--- config.mk ---
export PLATFORM = sky130hd
export DESIGN_NAME = uart_rx_flat
export DESIGN_NICKNAME = d
export VERILOG_FILES = /design/src/rtl/uart_pkg.sv /design/src/rtl/uart_rx_if.sv /design/src/rtl/uart_rx_synchronizer.sv /design/src/rtl/uart_rx.sv /design/src/flat_wrapper.sv
export SDC_FILE = /design/constraint.sdc
export NUM_CORES = 1
export LEC_CHECK = 0
export ABC_CLOCK_PERIOD_IN_PS = 2200
export BUFFER_PORTS_ARGS = -buffer_cell sky130_fd_sc_hd__buf_2
export CAP_MARGIN = 15
export CORE_MARGIN = 1.5
export CORE_UTILIZATION = 54
export CTS_CLUSTER_SIZE = 14
export DETAILED_ROUTE_END_ITERATION = 10
export PLACE_DENSITY_LB_ADDON = 0.08
export SYNTH_ARGS = -nofsm -noshare
export SYNTH_HDL_FRONTEND = slang
export SYNTH_HIERARCHICAL = 1
export SYNTH_SLANG_ARGS = --single-unit
--- constraint.sdc ---
create_clock -name clk -period 2.2 [get_ports clk]
set_clock_uncertainty 0.05 [all_clocks]
set_input_delay 0.55 -clock clk [delete_from_list [all_inputs] [get_ports clk]]
set_output_delay 0.55 -clock clk [all_outputs]
set_load 0.1 [all_outputs]
--- src/rtl/uart_pkg.sv ---
// Shared UART definitions: FSM state encoding, synchronizer depth and parity helper.
// Used by both the receiver and the transmitter.
package uart_pkg;

    localparam int NUMBER_OF_RX_SYNCHRONIZERS = 3;

    localparam int STATE_IDLE      = 0;
    localparam int STATE_START     = 1;
    localparam int STATE_DATA_BASE = 2;

    typedef enum logic [2:0] {
        PH_IDLE   = 3'd0,
        PH_START  = 3'd1,
        PH_DATA   = 3'd2,
        PH_PARITY = 3'd3,
        PH_STOP   = 3'd4
    } rx_phase_t;

    function automatic int state_parity(input int data_width);
        return data_width + 2;
    endfunction

    function automatic int state_stop(input int data_width);
        return data_width + 3;
    endfunction

    // Non-zero when data bits, parity bit and the odd/even selector do not XOR to zero.
    function automatic logic parity_mismatch(input logic data_xor, input logic parity_bit,
                                             input logic odd_parity);
        return data_xor ^ parity_bit ^ odd_parity;
    endfunction

endpackage

--- src/rtl/uart_rx_if.sv ---
// Receiver-side bundle: serial line in, payload/status out.
interface uart_rx_if #(
    parameter int DATA_WIDTH = 8
);
    localparam int STATE_WIDTH = $clog2(DATA_WIDTH + 3);

    logic                   serial_in;
    logic [DATA_WIDTH-1:0]  received_data;
    logic                   data_is_valid;
    logic                   rx_error;
    logic [STATE_WIDTH-1:0] state;

    modport master (
        input  serial_in,
        output received_data,
        output data_is_valid,
        output rx_error,
        output state
    );

    modport slave (
        output serial_in,
        input  received_data,
        input  data_is_valid,
        input  rx_error,
        input  state
    );

endinterface

--- src/rtl/uart_rx_synchronizer.sv ---
// Metastability chain for the asynchronous serial line; resets to the idle-high level.
module uart_rx_synchronizer
    import uart_pkg::*;
#(
    parameter int STAGES = NUMBER_OF_RX_SYNCHRONIZERS
) (
    input  logic clk,
    input  logic reset,
    input  logic din,
    output logic dout
);
    logic [STAGES-1:0] sync_r;

    // Shift the line through the chain; reset to 1 so no false start edge appears.
    always_ff @(posedge clk or negedge reset) begin
        if (!reset) begin
            sync_r <= '1;
        end else begin
            sync_r <= {sync_r[STAGES-2:0], din};
        end
    end

    assign dout = sync_r[STAGES-1];

endmodule

--- src/rtl/uart_rx.sv ---
// UART receiver: synchronized line, mid-bit sampling, optional parity, one-cycle result pulses.
// Define UART_RX_FRAMING_ERROR_EN to reject frames whose stop bit samples low.
module uart_rx
    import uart_pkg::*;
#(
    parameter int INPUT_DATA_WIDTH = 8,
    parameter int PARITY_ENABLED   = 1,
    parameter int PARITY_TYPE      = 0,
    parameter int CLOCKS_PER_BIT   = 8
) (
    input  logic      clk,
    input  logic      reset,
    uart_rx_if.master bus
);
    localparam int W  = INPUT_DATA_WIDTH;
    localparam int SW = $clog2(W + 3);
    localparam int CW = $clog2(CLOCKS_PER_BIT);
    localparam int BW = (W > 1) ? $clog2(W) : 1;
    localparam logic [CW-1:0] HALF_BIT   = CW'(CLOCKS_PER_BIT / 2);
    localparam logic [CW-1:0] FULL_BIT   = CW'(CLOCKS_PER_BIT - 1);
    localparam logic [BW-1:0] LAST_BIT   = BW'(W - 1);
    localparam logic          ODD_PARITY = (PARITY_TYPE != 0) ? 1'b1 : 1'b0;
    localparam int            ST_PARITY  = state_parity(W);
    localparam int            ST_STOP    = state_stop(W);

    logic          line_s;
    logic          line_prev_r;
    rx_phase_t     phase_r, phase_s;
    logic [CW-1:0] cnt_r, cnt_s;
    logic [BW-1:0] bit_cnt_r, bit_cnt_s;
    logic [W-1:0]  shift_r, shift_s;
    logic [W-1:0]  rx_data_r, rx_data_s;
    logic          bad_r, bad_s, frame_bad_s;
    logic          valid_r, valid_s;
    logic          err_r, err_s;
    logic [SW-1:0] state_r, state_s;

    uart_rx_synchronizer #(.STAGES(NUMBER_OF_RX_SYNCHRONIZERS)) u_sync (
        .clk   (clk),
        .reset (reset),
        .din   (bus.serial_in),
        .dout  (line_s)
    );

    // Next-state, sampling and result logic; a start needs a high-to-low edge of the synchronized line.
    always_comb begin
        phase_s     = phase_r;
        cnt_s       = cnt_r + CW'(1);
        bit_cnt_s   = bit_cnt_r;
        shift_s     = shift_r;
        bad_s       = bad_r;
        frame_bad_s = bad_r;
        rx_data_s   = rx_data_r;
        valid_s     = 1'b0;
        err_s       = 1'b0;
        case (phase_r)
            PH_IDLE: begin
                cnt_s = '0;
                if (line_prev_r && !line_s) begin
                    phase_s   = PH_START;
                    bit_cnt_s = '0;
                    bad_s     = 1'b0;
                end else begin
                    phase_s = PH_IDLE;
                end
            end
            PH_START: begin
                if (cnt_r == HALF_BIT) begin
                    cnt_s   = '0;
                    phase_s = line_s ? PH_IDLE : PH_DATA;
                end else begin
                    phase_s = PH_START;
                end
            end
            PH_DATA: begin
                if (cnt_r == FULL_BIT) begin
                    cnt_s   = '0;
                    shift_s = (W'(line_s) << (W - 1)) | (shift_r >> 1);
                    if (bit_cnt_r == LAST_BIT) begin
                        phase_s = (PARITY_ENABLED != 0) ? PH_PARITY : PH_STOP;
                    end else begin
                        bit_cnt_s = bit_cnt_r + BW'(1);
                    end
                end else begin
                    phase_s = PH_DATA;
                end
            end
            PH_PARITY: begin
                if (cnt_r == FULL_BIT) begin
                    cnt_s   = '0;
                    bad_s   = bad_r | parity_mismatch(^shift_r, line_s, ODD_PARITY);
                    phase_s = PH_STOP;
                end else begin
                    phase_s = PH_PARITY;
                end
            end
            PH_STOP: begin
                if (cnt_r == FULL_BIT) begin
                    cnt_s   = '0;
                    phase_s = PH_IDLE;
`ifdef UART_RX_FRAMING_ERROR_EN
                    frame_bad_s = bad_r | ~line_s;
`else
                    frame_bad_s = bad_r;
`endif
                    if (frame_bad_s) begin
                        err_s = 1'b1;
                    end else begin
                        valid_s   = 1'b1;
                        rx_data_s = shift_r;
                    end
                end else begin
                    phase_s = PH_STOP;
                end
            end
            default: begin
                phase_s = PH_IDLE;
                cnt_s   = '0;
            end
        endcase

        case (phase_s)
            PH_IDLE:   state_s = SW'(STATE_IDLE);
            PH_START:  state_s = SW'(STATE_START);
            PH_DATA:   state_s = SW'(STATE_DATA_BASE) + SW'(bit_cnt_s);
            PH_PARITY: state_s = SW'(ST_PARITY);
            PH_STOP:   state_s = SW'(ST_STOP);
            default:   state_s = SW'(STATE_IDLE);
        endcase
    end

    // State and output registers; reset abandons any frame without a pulse.
    always_ff @(posedge clk or negedge reset) begin
        if (!reset) begin
            line_prev_r <= 1'b1;
            phase_r     <= PH_IDLE;
            cnt_r       <= '0;
            bit_cnt_r   <= '0;
            shift_r     <= '0;
            bad_r       <= 1'b0;
            rx_data_r   <= '0;
            valid_r     <= 1'b0;
            err_r       <= 1'b0;
            state_r     <= SW'(STATE_IDLE);
        end else begin
            line_prev_r <= line_s;
            phase_r     <= phase_s;
            cnt_r       <= cnt_s;
            bit_cnt_r   <= bit_cnt_s;
            shift_r     <= shift_s;
            bad_r       <= bad_s;
            rx_data_r   <= rx_data_s;
            valid_r     <= valid_s;
            err_r       <= err_s;
            state_r     <= state_s;
        end
    end

    assign bus.received_data = rx_data_r;
    assign bus.data_is_valid = valid_r;
    assign bus.rx_error      = err_r;
    assign bus.state         = state_r;

endmodule

--- src/flat_wrapper.sv ---
// flat-port wrapper written by rule: the top's interface ports become plain ports
module uart_rx_flat import uart_pkg::*;
#(
    parameter int INPUT_DATA_WIDTH = 8,
    parameter int PARITY_ENABLED   = 1,
    parameter int PARITY_TYPE      = 0,
    parameter int CLOCKS_PER_BIT   = 8
)
  (clk, reset, bus_serial_in, bus_received_data, bus_data_is_valid, bus_rx_error, bus_state);
  uart_rx_if #(.DATA_WIDTH((8))) bus_i ();
  input  logic clk;
  input  logic reset;
  input wire logic [$bits(bus_i.serial_in)-1:0] bus_serial_in;
  output wire logic [$bits(bus_i.received_data)-1:0] bus_received_data;
  output wire logic [$bits(bus_i.data_is_valid)-1:0] bus_data_is_valid;
  output wire logic [$bits(bus_i.rx_error)-1:0] bus_rx_error;
  output wire logic [$bits(bus_i.state)-1:0] bus_state;
  assign bus_i.serial_in = bus_serial_in;
  assign bus_received_data = bus_i.received_data;
  assign bus_data_is_valid = bus_i.data_is_valid;
  assign bus_rx_error = bus_i.rx_error;
  assign bus_state = bus_i.state;
  uart_rx #(.INPUT_DATA_WIDTH(INPUT_DATA_WIDTH), .PARITY_ENABLED(PARITY_ENABLED), .PARITY_TYPE(PARITY_TYPE), .CLOCKS_PER_BIT(CLOCKS_PER_BIT)) u_core (.clk(clk), .reset(reset), .bus(bus_i));
endmodule
==> metrics.yaml <==
start_util_pct: 57.7
syn_nets: 149
fmax_mhz: 495
fin_crit_ns: 2.02
rows: 19
grt_pass1_vias: 1083
synth_top_area_share_pct: 49.9
pwr-share-comb_pct: 34.8
synthTopCellsByArea: "dfrtp_1 50%, dfstp_2 6.5%, nand2_1 6.1%"
antenna_left: 0
p_sw_uw: 676
syn_area_mm2: 0.00161
layout-drive-gt1-share_pct: 27.9
hold_class: "in2async"
max_slew_margin_pct: 50.3
fillers: 229
final_nets: 172
async_reset_ff_share_pct: 100
ir_worst_vdd_mv: 0.866
antenna_found_initial: 0
cts_hold_buf: 0
grt_max_degree: 37
ios: 17
cts_buffer_depth: 2
wl_per_cell_um: 14.8
worst-setup-path-type: "reg2reg"
postSynthAreaPerCell_um2: 11.4
cts_tree: "built"
postCtsSetupBuffers: 0
numCtsBuffers: 5
grt_use_total_pct: 20.8
coreArea_mm2: 0.00278
use_met3_pct: 7.71
dieArea_mm2: 0.00331
grt_pass1_wl_um: 5100
rsz0062_at_grt: "false"
multi_input_area_um2: 636
port_buffers: 16
cts_max_level: 2
final_util_pct: 64.7
synth_most_common_cell: "dfrtp_1"
start_kind: "register"
die_w_um: 57.5
synth_edf_count: 0
post-synth-top-area-cell: "dfrtp_1"
drt_iter0_markers: 26
synth_cells: 141
cts_root_buf: "clkbuf_4"
synth_cell_types: 39
r2r_slack_ns: 0.18
vias: 1100
dp_hpwl_um: 2140
cts.repair.resized: 0
yosysWarningCount: 6
ys_ff_latch: 36
stdcell_area_mm2: 0.00180
finalCritPeriodShare_pct: 91.9
placed_area_mm2: 0.00174
status: "finished, final reports clean"
power_frac_clock_pct: 19.6
slew_violations: 0
met2_usage_pct: 28.9
grt.met1_usage_pct: 30.1
r2r-end: "u_core/bus.state[2]"
end_kind: "register"
grt-ovfl-total: 0
finalSetupViolations: 0
leakage_nw: 0.971
firstDrtPassIters: 4
cts.reportedPaths.clkPinSlew_ns: 0.11
syn2layout_area_growth_pct: 12.1
internal_power_mw: 1.06
required_ns: 2.39
clock_latency_ns: 0.34
whs_ns: 0.204
gp_congestion: 0.884
powerDensity_mw_per_mm2: 966
arrival_ns: 2.22
switching_share_pct: 38.9
ff_latch_area_um2: 906
die_h_um: 57.5
cap_violations: 0
wl_um: 2910
worstReg2RegStart: "u_core/cnt_r[0]"
finalSetupTns_ns: 0
rr_worst_depth: 7
via_per_inst: 5.61
p_seq_share_pct: 45.6
cts.sinks: 36
synth-main-ff-cell: "dfrtp_1"
grt.busiest_layer: "met1"
critPathMaxFanout: 5
synth.top_cells.by_count: "32 x dfrtp_1, 26 x nand2_1, 8 x inv_1, 8 x mux2_2"
worst_slew_pin_slew_ns: 0.746
drc: 0
synth_seq_area_share_pct: 56.4
num_antenna_cells: 0
hold_viol: 0
## cells in the final DEF, fill, tap and decap left out, types with 2 or more instances in the layout
master	Yosys	layout
dfrtp_1	32	32
nand2_1	26	26
buf_2	3	16
inv_1	8	8
mux2_2	8	8
buf_4	1	7
clkbuf_4	0	5
o21ai_0	5	5
xnor2_1	5	5
ha_1	5	5
nor2_1	4	4
dfstp_2	4	4
nand3_1	3	3
and3_1	3	3
clkinv_2	0	2
nand2b_1	2	2
a22o_1	2	2
a21oi_1	2	2
nor3b_1	2	2
or3_1	2	2
a31oi_1	2	2
## registers in the layout, summed over array words and instances, names as in the netlist, 3 cells and up
register and count:
u_core/bus.received_data 8, u_core/shift_r 8, u_core/bus.state 4, u_core/bit_cnt_r 3, u_core/cnt_r 3, u_core/phase_r 3
u_core/u_sync/sync_r 3
## layer usage
layer / share of wire [%] / wire (um) / vias to the layer above
met5: 0 / 0 / -
li1: - / - / 535
met4: 1.1 / 32 / 0
met3: 5.4 / 158 / 6
met1: 49 / 1430 / 528
met2: 44 / 1280 / 31
## critical path, stage by stage (launching register included)
cell       delay [ns]
dfrtp_1          0.36
ha_1             0.16
ha_1             0.23
nand4bb_1        0.26
o221ai_1         0.30
nand2_1          0.13
ha_1             0.30
and3_1           0.15
## cell type report
class,count,area share [%]
clock buffers,5,2.09
clock inverters,3,1.04
flip-flops and latches,36,50.3
well taps,31,2.16
inverters,8,1.67
multi-input cells,90,35.3
repair buffers,23,7.37
## cells by family (layout without fill, tap and decap cells)
group / Yosys count / in the layout / synth area share [%]
xor+xnor: 7 / 7 / 4.68
buf+inv: 15 / 39 / 3.97
compound gates: 19 / 19 / 8.73
fa+ha+maj: 5 / 5 / 3.90
mux: 8 / 8 / 5.61
simple gates: 51 / 51 / 16.7
flops: 36 / 36 / 56.4
## metrics by stage
step | instances | total power, mW | setup WS (ns)
floorplan | 141 | 1.27 | 0.159
global placement | 188 | 1.41 | 0.257
detailed placement | 188 | 1.41 | 0.184
CTS | 196 | 1.75 | 0.176
global route | 196 | 1.84 | 0.0404
finish | 196 | 1.74 | 0.178
## how the worst max path moves through the flow
stage                       start             endpoint  slack [ns]  depth (start not counted)
3_3_place_gp   u_core/line_prev_r  u_core/bus.state[3]        0.26                          6
2_1_floorplan     u_core/cnt_r[0]  u_core/bus.state[2]        0.16                          9
5_1_grt           u_core/cnt_r[0]  u_core/bus.state[2]        0.04                          7
4_1_cts           u_core/cnt_r[0]  u_core/bus.state[2]        0.18                          7
6_report          u_core/cnt_r[0]  u_core/bus.state[2]        0.18                          7
3_5_place_dp      u_core/cnt_r[0]  u_core/bus.state[2]        0.18                          7
## power groups by stage
stage | sequential (mW) | clock, mW | combinational, mW
6_report | 0.792 | 0.340 | 0.605
5_1_grt | 0.804 | 0.384 | 0.655
4_1_cts | 0.792 | 0.355 | 0.608
3_5_place_dp | 0.804 | 0 | 0.606
3_3_place_gp | 0.804 | 0 | 0.603
2_1_floorplan | 0.982 | 0 | 0.284
Power figures use the tool's default switching activity.
